--- src/rtl/uart_tx_engine.sv ---
`default_nettype none
// ============================================================================
// uart_tx_engine : write-side TX FIFO feeding a start/data/parity/stop serialiser
// Revision 1.0
// ============================================================================
module uart_tx_engine #(
   parameter int DATA_BITS  = 8,
   parameter int FIFO_DEPTH = 8,
   parameter int DIV_WIDTH  = 16
) (
   input  logic                        clk_i,
   input  logic                        rst_ni,
   input  logic                        tx_enable_i,
   input  logic [DIV_WIDTH-1:0]        div_i,
   input  logic [1:0]                  parity_mode_i,
   input  logic                        two_stop_i,
   input  logic                        wr_valid_i,
   input  logic [DATA_BITS-1:0]        wr_data_i,
   output logic                        wr_ready_o,
   output logic                        txd_o,
   output logic                        tx_full_o,
   output logic                        tx_empty_o,
   output logic [$clog2(FIFO_DEPTH):0] tx_level_o,
   output logic                        busy_o,
   output logic                        done_o
);

   localparam int AW  = $clog2(FIFO_DEPTH);
   localparam int LW  = AW + 1;
   localparam int BCW = $clog2(DATA_BITS);
   localparam logic [BCW-1:0] LAST_BIT = BCW'(DATA_BITS - 1);

   typedef enum logic [2:0] {
      S_IDLE   = 3'd0,
      S_START  = 3'd1,
      S_DATA   = 3'd2,
      S_PARITY = 3'd3,
      S_STOP   = 3'd4
   } state_t;

   logic [DATA_BITS-1:0] mem_q [FIFO_DEPTH];
   logic [AW-1:0]        wr_ptr_q, wr_ptr_d, rd_ptr_q, rd_ptr_d;
   logic [LW-1:0]        level_q, level_d;
   state_t               state_q, state_d;
   logic [DIV_WIDTH-1:0] clk_cnt_q, clk_cnt_d, div_q, div_d;
   logic [BCW-1:0]       bit_cnt_q, bit_cnt_d;
   logic [DATA_BITS-1:0] shift_q, shift_d;
   logic                 par_q, par_d;
   logic [1:0]           pmode_q, pmode_d;
   logic                 two_stop_q, two_stop_d;
   logic                 txd_q, txd_d;
   logic                 done_q, done_d;

   logic                 full, empty, push, pop, launch, bit_end, parity_en;
   logic [DATA_BITS-1:0] head;

   assign full      = (level_q == LW'(FIFO_DEPTH));
   assign empty     = (level_q == '0);
   assign push      = wr_valid_i && !full;
   assign head      = mem_q[rd_ptr_q];
   assign bit_end   = (clk_cnt_q == div_q);
   assign parity_en = (pmode_q == 2'b01) || (pmode_q == 2'b10);

   always_comb begin
      state_d    = state_q;
      clk_cnt_d  = clk_cnt_q;
      bit_cnt_d  = bit_cnt_q;
      shift_d    = shift_q;
      par_d      = par_q;
      pmode_d    = pmode_q;
      two_stop_d = two_stop_q;
      div_d      = div_q;
      txd_d      = txd_q;
      done_d     = 1'b0;
      launch     = 1'b0;
      pop        = 1'b0;

      // Clock counter reloads at every bit boundary so each bit lasts div+1 clocks.
      if (state_q != S_IDLE) begin
         clk_cnt_d = bit_end ? '0 : clk_cnt_q + DIV_WIDTH'(1);
      end

      case (state_q)
         S_IDLE: begin
            txd_d  = 1'b1;
            launch = tx_enable_i && !empty;
         end
         S_START: begin
            if (bit_end) begin
               state_d   = S_DATA;
               txd_d     = shift_q[0];
               shift_d   = shift_q >> 1;
               bit_cnt_d = '0;
            end
         end
         S_DATA: begin
            if (bit_end) begin
               if (bit_cnt_q == LAST_BIT) begin
                  bit_cnt_d = '0;
                  if (parity_en) begin
                     state_d = S_PARITY;
                     txd_d   = (pmode_q == 2'b10) ? ~par_q : par_q;
                  end else begin
                     state_d = S_STOP;
                     txd_d   = 1'b1;
                  end
               end else begin
                  txd_d     = shift_q[0];
                  shift_d   = shift_q >> 1;
                  bit_cnt_d = bit_cnt_q + BCW'(1);
               end
            end
         end
         S_PARITY: begin
            if (bit_end) begin
               state_d   = S_STOP;
               txd_d     = 1'b1;
               bit_cnt_d = '0;
            end
         end
         S_STOP: begin
            if (bit_end) begin
               if (two_stop_q && (bit_cnt_q == '0)) begin
                  bit_cnt_d = BCW'(1);
               end else begin
                  done_d  = 1'b1;
                  state_d = S_IDLE;
                  txd_d   = 1'b1;
                  launch  = tx_enable_i && !empty;
               end
            end
         end
         default: begin
            state_d = S_IDLE;
            txd_d   = 1'b1;
         end
      endcase

      // Frame configuration is captured with the character so later input changes cannot disturb it.
      if (launch) begin
         pop        = 1'b1;
         state_d    = S_START;
         txd_d      = 1'b0;
         clk_cnt_d  = '0;
         shift_d    = head;
         par_d      = ^head;
         pmode_d    = parity_mode_i;
         two_stop_d = two_stop_i;
         div_d      = div_i;
      end

      wr_ptr_d = push ? wr_ptr_q + AW'(1) : wr_ptr_q;
      rd_ptr_d = pop  ? rd_ptr_q + AW'(1) : rd_ptr_q;
      level_d  = level_q + LW'(push) - LW'(pop);
   end

   always_ff @(posedge clk_i or negedge rst_ni) begin
      if (!rst_ni) begin
         state_q    <= S_IDLE;
         wr_ptr_q   <= '0;
         rd_ptr_q   <= '0;
         level_q    <= '0;
         clk_cnt_q  <= '0;
         bit_cnt_q  <= '0;
         shift_q    <= '0;
         par_q      <= 1'b0;
         pmode_q    <= 2'b00;
         two_stop_q <= 1'b0;
         div_q      <= '0;
         txd_q      <= 1'b1;
         done_q     <= 1'b0;
      end else begin
         state_q    <= state_d;
         wr_ptr_q   <= wr_ptr_d;
         rd_ptr_q   <= rd_ptr_d;
         level_q    <= level_d;
         clk_cnt_q  <= clk_cnt_d;
         bit_cnt_q  <= bit_cnt_d;
         shift_q    <= shift_d;
         par_q      <= par_d;
         pmode_q    <= pmode_d;
         two_stop_q <= two_stop_d;
         div_q      <= div_d;
         txd_q      <= txd_d;
         done_q     <= done_d;
      end
   end

   always_ff @(posedge clk_i) begin
      if (push) begin
         mem_q[wr_ptr_q] <= wr_data_i;
      end
   end

   assign wr_ready_o = !full;
   assign tx_full_o  = full;
   assign tx_empty_o = empty;
   assign tx_level_o = level_q;
   assign txd_o      = txd_q;
   assign busy_o     = (state_q != S_IDLE);
   assign done_o     = done_q;

endmodule
`default_nettype wire

--- config.mk ---
export PLATFORM = sky130hd
export DESIGN_NAME = uart_tx_engine
export DESIGN_NICKNAME = d
export VERILOG_FILES = /design/src/rtl/uart_tx_engine.sv
export SDC_FILE = /design/constraint.sdc
export NUM_CORES = 1
export LEC_CHECK = 0
export CAP_MARGIN = 20
export CORE_MARGIN = 5
export CORE_UTILIZATION = 60
export DETAILED_ROUTE_END_ITERATION = 10
export PLACE_DENSITY = 0.79
export SYNTH_ARGS = -nofsm -noshare
export SYNTH_HDL_FRONTEND = slang
export SYNTH_SLANG_ARGS = --single-unit
--- constraint.sdc ---
create_clock -name clk_i -period 5.3 [get_ports clk_i]
set_input_delay 1.06 -clock clk_i [delete_from_list [all_inputs] [get_ports clk_i]]
set_output_delay 1.06 -clock clk_i [all_outputs]
set_load 0.02 [all_outputs]
## After elaboration in Yosys (flattened, before gate mapping)

Memory sizes are Yosys's and may differ from the RTL's.
Cells that the tools add are included.
W data, S select, Z words.

- Memory bits (writable): 64
- Memories: 1
- Bits in registers: 62
- ROM bits: 0
- Input port bits: 31
- Word-level logic and storage cells: 103
- Latch bits: 0
- Output and inout bits: 10

Memory list:

| memory | depth | width | rd ports | clocked after Yosys merged registers in | wr ports | line | source |
|---|---|---|---|---|---|---|---|
| mem_q | 8 | 8 | 1 | 0 | 1 | 41 | `logic [DATA_BITS-1:0] mem_q [FIFO_DEPTH];` |

- Reductions and logical operators: 19
- Shift operators: 0
- Mux-type cells: 42
- Multiply operators: 0
- Equality and inequality tests: 21
- Add/subtract/negate cells: 6
- Bitwise gates (word level): 1
- Magnitude comparators: 0
- Divide/modulo/power cells: 0

Operator list:

| kind | number |
|---|---|
| $mux W16 | 3 |
| $mux W3 | 13 |
| $mux W8 | 4 |
| $ne A3 B3 Y1 const B | 7 |
| $mux W1 | 17 |
| $add A16 B1 Y16 const B | 1 |
| $eq A16 B16 Y1 | 1 |
| $pmux W8 S2 | 1 |
| $pmux W3 S5 | 1 |
| $reduce_and A5 Y1 | 2 |
| $add A3 B1 Y3 const B | 3 |
| $pmux W3 S3 | 1 |
| $reduce_bool A3 Y1 | 3 |
| $ne A2 B2 Y1 const B | 4 |
| $reduce_xor A8 Y1 | 1 |
| $reduce_and A7 Y1 | 1 |
| $eq A3 B2 Y1 const B | 2 |
| $eq A3 B3 Y1 const B | 2 |
| $logic_not A3 Y1 | 2 |
| $add A4 B1 Y4 | 1 |
| $eq A4 B4 Y1 const B | 1 |
| $logic_not A4 Y1 | 1 |
| $pmux W1 S4 | 1 |
| $reduce_and A4 Y1 | 1 |
| other kinds (12) | 15 |

## Depth between registers and ports, before layout

Gate-level depths: netlist of the first run.

- Depth after elaboration: 8
- Depth in mapped cells: 14
- Gate-level depth less buffers: 13

## Worst setup path before layout of the first run

No wires, ideal clock.

- Kind: register to register
- Start point: register clk_cnt_q[0]
- End point: register level_q[3], in the netlist tx_level_o[3]
- Library setup time: 79 ps
- Period minus slack after synthesis: 2,754 ps
- Path buffers: 2
- Required time: 5,221 ps
- Path slack: 2,546 ps
- Data arrival time: 2,674 ps
- Stages on the path, launching flop included: 15
- Cells stage by stage: dfrtp_1 > clkbuf_1 > xor2_1 > nor4_2 > nand4_2 > o21ai_4 > nand2_4 > buf_6 > inv_2 > ha_1 > inv_1 > ha_1 > a21o_1 > a21oi_1 > xor2_1

- Word-level cells in the longest chain between the ends: 5

Ends and longest elaborated chain:

| item | line | source |
|---|---|---|
| from (decl) | 45 | `logic [DIV_WIDTH-1:0] clk_cnt_q, clk_cnt_d, div_q, div_d;` |
| from (signal assigned) | 177 | `clk_cnt_q <= clk_cnt_d;` |
| $eq A16 B16 Y1 | 61 | `assign bit_end = (clk_cnt_q == div_q);` |
| $mux W1 | 122 | `if (bit_end) begin` |
| $pmux W1 S2 | 83 | `case (state_q)` |
| $mux W1 | 140 | `if (launch) begin` |
| $sub A4 B1 Y4 | 154 | `level_d = level_q + LW'(push) - LW'(pop);` |
| via level_d[3] | 43 | `logic [LW-1:0] level_q, level_d;` |
| to (signal assigned) | 176 | `level_q <= level_d;` |
| to (decl) | 43 |  |

The timed path passes the listed nets, and every way through them passes these cells.
A chain may end at the register's enable or synchronous reset.

## Worst setup path in the final report of the first run

- Start point: register level_q[2], in the netlist tx_level_o[2]
- End point: output port tx_empty_o

- Word-level cells in the longest chain between the ends: 1

Ends and longest elaborated chain:

| item | line | source |
|---|---|---|
| $logic_not A4 Y1 | 58 | `assign empty = (level_q == '0);` |
| to (decl) | 22 | `output logic tx_empty_o,` |

Every way passes these cells.

==> results.md, run 1 <==
- Status: finished, final reports clean
- Minimum clock period after layout: roughly 3.4 ns
- Crit path required time: 4.24 ns
- CP Depth: 5
- Clk slew on worst S/H paths: 0.06 ns
- H-tree depth: 4
- Yosys reg bits: 126
- Synth area leader: edfxtp_1
- Worst vdd ir: 0.335 mV
- Routability cong.: around 0.8
- Fill count: 604
- Mapped Area: approximately 5700 µm²
- Setup ws final: 1.94 ns
- Post-detail-place hpwl: 7150 µm
- Area Growth Syn to Fin: 19.0%
- Slew headroom: 39.9%
- NumNets Final: between 500 and 600
- CTS resizes: 0
- Most frequent cell after synthesis: edfxtp_1
- Fin util: roughly 73%
- Power Density: 395 nW/µm²
- CP Class: reg2out
- Final setup fails: 0
- Crit-path max FO: 5
- Sequential cell area: 3470 µm²
- Max Buffers Root-to-Sink: 2
- Setup bufs post-CTS: 0
- Via count: 3455
- Total gr overflow: 0
- Clock Skew: 0.00959 ns
- Antenna violations before repair: 0
- Dpl ws: around 1.8 ns
- # rows: 35
- Worst slew pin tran: between 0.9 and 1 ns
- Net switching power: 0.703 mW
- Post-route ant nets: 0
- Largest net degree at the start of global routing: 63
- Root buffer cell: clkbuf_8
- Leakage: 2.70 nW
- Drc violations: 0
- Die W: 107 µm
- Clk pwr share: 42.8%
- CP Capture Type: output port
- Multi-input combinational cell area: between 2000 and 2500 µm²
- Post-synth EDFFs: 64
- Vias in the first global route: roughly 3700
- Pint: around 2.0 mW
- Mapped Cells: roughly 410
- Total power: between 2 and 3 mW
- CTS tree: built
- Post-synth top cells: 64 x edfxtp_1, 61 x dfrtp_1, 33 x nor2_1
- IO Port Bufs: 40
- Max Slew Vio Count: 0
- Latest clock arrival within the worst-skew pair: 0.52 ns
- Hold-fix buffers at CTS: 0
- Vias per cell: 5.77
- Worst-path cell chain: inv_1 -> ha_1 -> or3b_1 -> inv_1 -> clkdlybuf4s50_1
- Worst Hold Class: reg2reg
- Top cell by count, worst path: inv_1
- Crit path buf inv count: 3
- Element type at the critical path start: flip-flop
- Starting Density: 61.7%
- Slowest stage delay, CP: 0.60 ns
- Die Area: 11600 µm²
- Initial DRC Count: 137
- Boundary pin count: about 40
- Routed len/inst: approximately 18 µm
- Top Family by Delay on Critical Path: buffers and inverters
- Fin. Hold Viols: 0
- Hold depth: 1
- Net count of the mapped netlist: 454
- Synth top area cells: edfxtp_1 34%, dfrtp_1 27%, mux4_2 6.3%
- Slowest CP cell: clkdlybuf4s50_1
- Max cap viols: 0
- Clock sink count: 126
- CTS Buf Count: 17
- Maximum clock rate: a little under 300 MHz
- Yosys top cell area share: 33.7%
- Tcrit/Tclk final: 63.5%
- R2r worst-path depth: 11
- Share of cells above drive strength 1: 13.8%
- Seq pwr share: 44.3%
- Ant diodes: 0
- Post-synthesis sequential area ratio: 60.9%
- Post-synth top flop: edfxtp_1
- Fraction of registers with async set/reset: 49.2%
- Combinational group share of total power: 13.0%
- Cell variety after synth: 52
- Critical Path AT: 2.30 ns
- GRT Total Usage: 20.9%
- Warnings, synthesis: 0
- Post-synthesis average cell area: between 10 and 15 µm²
- Setup TNS: 0 ns
- First-pass GRT wire length: 18200 µm
- Total wire length: 10900 µm
- Die Ht: 107 µm
- Floorplan core area: 9240 µm²
- RSZ-0062 raised after global routing: false
- Switching share of power: 26.2%
- DRT Pass-1 Iters: 4
## kinds of logic after synthesis
logic type	count (synthesis)	synth area share (%)
flip-flops	126	60.9
AND/OR/NAND/NOR	101	9.04
AO/OA/AOI/OAI	50	5.84
multiplexers	46	12.1
XOR/XNOR	40	6.14
buffers and inverters	32	2.76
adder cells (fa/ha/maj)	14	3.20
## cell type report
class	count	share of cell area, %
Clock buffer	17	6.10
Timing Repair Buffer	44	6.27
Multi-Input combinational cell	251	30.5
Clock inverter	15	2.58
Tap cell	129	2.38
Inverter	17	0.941
Sequential cell	126	51.2
## per-layer routing
metal  vias up  track usage [%]  share of wire, %
met3        14             6.18               4.7
met5         -                0                 0
li1       1614                -                 -
met4         0             7.66               1.3
met2        69             36.0                53
met1      1758             24.9                41
## state kept, by name, indices dropped and copies added (netlist names)
register    count
two_stop_q      1
par_q           1
wr_ptr_q        3
rd_ptr_q        3
tx_level_o      4
pmode_q         2
mem_q          64
txd_o           1
div_q          16
done_o          1
clk_cnt_q      16
bit_cnt_q       3
state_q         3
shift_q         8
## cells in the final DEF (no fill, tap or decap), drive strengths merged, types with 5 or more instances in the layout
| cell type | Yosys | routed |
|---|---|---|
| dfrtp | 61 | 61 |
| clkdlybuf4s50 | 0 | 39 |
| nand3 | 12 | 12 |
| o21ai | 15 | 15 |
| xor2 | 23 | 23 |
| edfxtp | 64 | 64 |
| nor2 | 33 | 33 |
| mux2 | 22 | 22 |
| nor3 | 7 | 7 |
| o22a | 8 | 8 |
| a31oi | 7 | 7 |
| nor4 | 8 | 8 |
| a21oi | 8 | 8 |
| buf | 9 | 5 |
| ha | 13 | 13 |
| inv | 17 | 25 |
| mux4 | 16 | 16 |
| xnor2 | 17 | 17 |
| nand2 | 19 | 19 |
| mux2i | 8 | 8 |
| clkbuf | 6 | 17 |
## power by group through the flow
stage               clock, mW  sequential, mW  combinational [mW]
finish                   1.15            1.19               0.348
global route             1.21            1.20               0.380
global placement            0            1.20               0.331
detailed placement          0            1.20               0.348
CTS                      1.16            1.19               0.353
floorplan                   0            1.21               0.190
## worst paths after layout
check	from	endpoint	slack (ns)
max	tx_level_o[2]	tx_empty_o	1.94
min	pmode_q[0]	pmode_q[0]	0.51
max reg2reg	clk_cnt_q[7]	tx_level_o[2]	2.02
min reg2reg	pmode_q[0]	pmode_q[0]	0.51
max in group asynchronous	rst_ni	clk_cnt_q[3]	4.10
min in group asynchronous	rst_ni	div_q[4]	0.70
## stage by stage
step                instance area, µm²  hold slack [ns]  cells
finish                            6780            0.509    599
floorplan                         5700            0.461    409
CTS                               6780            0.511    598
global placement                  6180            0.474    565
detailed placement                6190            0.498    566
global route                      6780            0.531    599
No activity file was read; power rests on OpenSTA's default activity.
==> inputs of run 2 (changes only) <==
--- a/config.mk
+++ b/config.mk
@@ -7,9 +7,9 @@
 export LEC_CHECK = 0
 export CAP_MARGIN = 20
 export CORE_MARGIN = 5
-export CORE_UTILIZATION = 60
+export CORE_UTILIZATION = 58
 export DETAILED_ROUTE_END_ITERATION = 10
-export PLACE_DENSITY = 0.79
+export PLACE_DENSITY = 0.77
 export SYNTH_ARGS = -nofsm -noshare
 export SYNTH_HDL_FRONTEND = slang
 export SYNTH_SLANG_ARGS = --single-unit
==> constraint.sdc (replaced) <==
create_clock -name clk_i -period 3.5 [get_ports clk_i]
set_input_delay 0.7 -clock clk_i [delete_from_list [all_inputs] [get_ports clk_i]]
set_output_delay 0.7 -clock clk_i [all_outputs]
set_load 0.02 [all_outputs]
==> results.md, run 2 (synthesis gave the netlist of run 1 again) <==
- Status: finished, final reports clean (unchanged)
- First-pass GRT wire length: 19900 µm (was 18200 µm)
- Final instance area: 6860 µm² (was 6780 µm²)
- Maximum clock rate: about 330 MHz
- Max cap viols: 0 (unchanged)
- Clock sink count: 126 (unchanged)
- Vias per cell: 5.77 (about the same)
- Fin. Hold Viols: 0 (unchanged)
- IO Port Bufs: 40 (unchanged)
- Floorplan core area: 9680 µm² (was 9240 µm²)
- Vias in the first global route: 3884 (was 3651)
- Post-route ant nets: 0 (unchanged)
- Fin cells: 612 (was 599)
- Slowest stage delay, CP: 0.45 ns (was 0.60 ns)
- Post-detail-place hpwl: 7490 µm (was 7150 µm)
- Busiest grt layer: met2 (unchanged)
- Max reg flops: 64 (unchanged)
- CTS Buf Count: 17 (unchanged)
- Crit. Startpoint: clk_cnt_q[4] (was tx_level_o[2])
- Routability cong.: 0.814 (was 0.800)
- Tcrit/Tclk final: 85.9%
- R2R setup slack: 0.49 ns (was 2.02 ns)
- DP Area: 6270 µm² (was 6190 µm²)
- CP Capture Type: flip-flop (was output port)
- Crit-path max FO: 10 (was 5)
- CTS resizes: 0 (unchanged)
- Latest clock arrival within the worst-skew pair: 0.51 ns (was 0.52 ns)
- Element type at the critical path start: flip-flop (unchanged)
- WHS: 0.180 ns (was 0.509 ns)
- H-tree depth: 4 (unchanged)
- NumNets Final: 511 (was 502)
- Antenna violations before repair: 0 (unchanged)
- Fill count: 639 (was 604)
- Multi-input combinational cell area: 2070 µm² (unchanged)
- Worst-path cell chain: xor2_1 -> nor4_1 -> nand4_2 -> o21ai_4 -> nand2_4 -> inv_2 -> ha_1 -> inv_1 -> ha_1 -> a21o_1 -> a21oi_1 -> xor2_1 (was inv_1 -> ha_1 -> or3b_1 -> inv_1 -> clkdlybuf4s50_1)
- Crit path required time: 3.93 ns (was 4.24 ns)
- Sequential cell area: 3470 µm² (unchanged)
- Slew headroom: 37.4% (was 39.9%)
- Boundary pin count: 41 (unchanged)
- Setup bufs post-CTS: 0 (unchanged)
- Die W: 109 µm (was 107 µm)
- Total power: 4.09 mW (was 2.68 mW)
- Routed len/inst: 19.5 µm (was 18.2 µm)
- Setup TNS: 0 ns (unchanged)
- Via count: 3533 (was 3455)
- Worst Hold Class: in2async (was reg2reg)
- Critical Path AT: 3.44 ns (was 2.30 ns)
- Area Growth Syn to Fin: 20.3% (was 19.0%)
- Root buffer cell: clkbuf_8 (unchanged)
- Leakage: 2.74 nW (was 2.70 nW)
- R2r worst-path depth: 12 (was 11)
- Drc violations: 0 (unchanged)
- Max Slew Vio Count: 0 (unchanged)
- Worst r2r dst: tx_level_o[3] (was tx_level_o[2])
- Die Area: 11900 µm² (was 11600 µm²)
- CTS tree: built (unchanged)
- GRT met1 Usage: 29.4% (was 24.9%)
- Total wire length: 11900 µm (was 10900 µm)
- Clk slew on worst S/H paths: 0.06 ns (about the same)
- Commonest cells after routing, fill and taps aside: 64 x edfxtp_1, 61 x dfrtp_1, 39 x clkdlybuf4s50_1 (unchanged)
- # rows: 36 (was 35)
- Slowest CP cell: dfrtp_1 (was clkdlybuf4s50_1)
- Placed cells: 580 (was 566)
- GRT Total Usage: 22.6% (was 20.9%)
- Worst reg2reg startpoint: clk_cnt_q[4] (was clk_cnt_q[7])
- Hold-fix buffers at CTS: 0 (unchanged)
- Largest net degree at the start of global routing: 27 (was 63)
- Power Density: 597 nW/µm² (was 395 nW/µm²)
- Total gr overflow: 0 (unchanged)
- Starting Density: 58.9% (was 61.7%)
- Worst slew pin tran: 0.940 ns (was 0.901 ns)
- M3 GR Usage: 5.27% (was 6.18%)
- CP Class: reg2reg (was reg2out)
- Biggest register: mem_q (unchanged)
- DRT Pass-1 Iters: 4 (unchanged)
- Setup crit end: tx_level_o[3] (was tx_empty_o)
- Top Registers: mem_q: 64 flops, clk_cnt_q: 16 flops, div_q: 16 flops (unchanged)
- Clock Skew: 0.0123 ns (was 0.00959 ns)
- Share of cells above drive strength 1: 15.4% (was 13.8%)
- Minimum clock period after layout: 3.01 ns
- Worst vdd ir: 0.369 mV (was 0.335 mV)
- Die Ht: 109 µm (was 107 µm)
- Met2 GRT Util: 36.1% (was 36.0%)
- Max Buffers Root-to-Sink: 2 (unchanged)
- Final setup fails: 0 (unchanged)
- Most common cell after layout, fill and taps aside: edfxtp_1 (unchanged)
- RSZ-0062 raised after global routing: false (unchanged)
- Ant diodes: 0 (unchanged)
- Initial DRC Count: 196 (was 137)
## run 2: how the worst min path moves through the flow
| stage | end | start | slack (ns) | cells past startpoint |
|---|---|---|---|---|
| after floorplan | bit_cnt_q[0] | rst_ni | 0.40 | 0 |
| after global placement | pmode_q[0] | pmode_q[0] | 0.47 | 1 |
| after detailed placement | pmode_q[0] | pmode_q[0] | 0.49 | 1 |
| after CTS | div_q[6] | rst_ni | 0.18 | 1 |
| after global routing | div_q[8] | rst_ni | 0.21 | 1 |
| final | div_q[8] | rst_ni | 0.18 | 1 |
## run 2: area by class of cell
type                    count  area share [%]
clock inverters            15            2.55
inverters                  17           0.931
flip-flops and latches    126            50.7
well taps                 133            2.43
multi-input cells         251            30.2
repair buffers             53            7.19
clock buffers              17            6.04
## run 2: metrics by stage
step / utilization [%] / worst slack [ns]
finish: 70.8 / 0.492
global route: 70.8 / 0.310
CTS: 70.8 / 0.466
detailed placement: 64.7 / 0.553
global placement: 64.7 / 0.633
floorplan: - / 0.746
## run 2: metal layers
layer / share of wire [%] / up-vias
met2: 50 / 113
met4: 2.0 / 0
met1: 42 / 1777
li1: - / 1625
met3: 5.7 / 18
met5: 0 / -
## run 2: critical path: cells and delay by family, from the launching register on
kind,cells,cell delay (ns)
XOR/XNOR,2,0.36
buffers and inverters,2,0.12
AO/OA/AOI/OAI,3,0.74
flip-flops,1,0.45
AND/OR/NAND/NOR,3,0.84
adder cells (fa/ha/maj),2,0.40
## run 2: power by group
| group | internal, mW | total, mW | switching (mW) |
|---|---|---|---|
| clock network | 1.04 | 1.74 | 0.703 |
| logic | 0.254 | 0.554 | 0.300 |
| registers | 1.72 | 1.80 | 0.0745 |
| total | 3.01 | 4.09 | 1.08 |
==> inputs of run 3 (changes only) <==
==> constraint.sdc (replaced) <==
create_clock -name clk_i -period 3.5 [get_ports clk_i]
set_input_delay 0.7 -clock clk_i [delete_from_list [all_inputs] [get_ports clk_i]]
set_output_delay 0.7 -clock clk_i [all_outputs]
set_load 0.05 [all_outputs]
==> results of run 3 <==
Same layout as run 2 (identical final DEF). Status: finished, final reports clean.
Main changes from that run: setup slack after layout 0.492 ns -> 0.298 ns; start point of the critical path clk_cnt_q[4] -> tx_level_o[2]; end point of the critical path tx_level_o[3] -> tx_empty_o; total power 4.09 mW -> 4.17 mW; worst IR drop on VDD 0.369 mV -> 0.403 mV
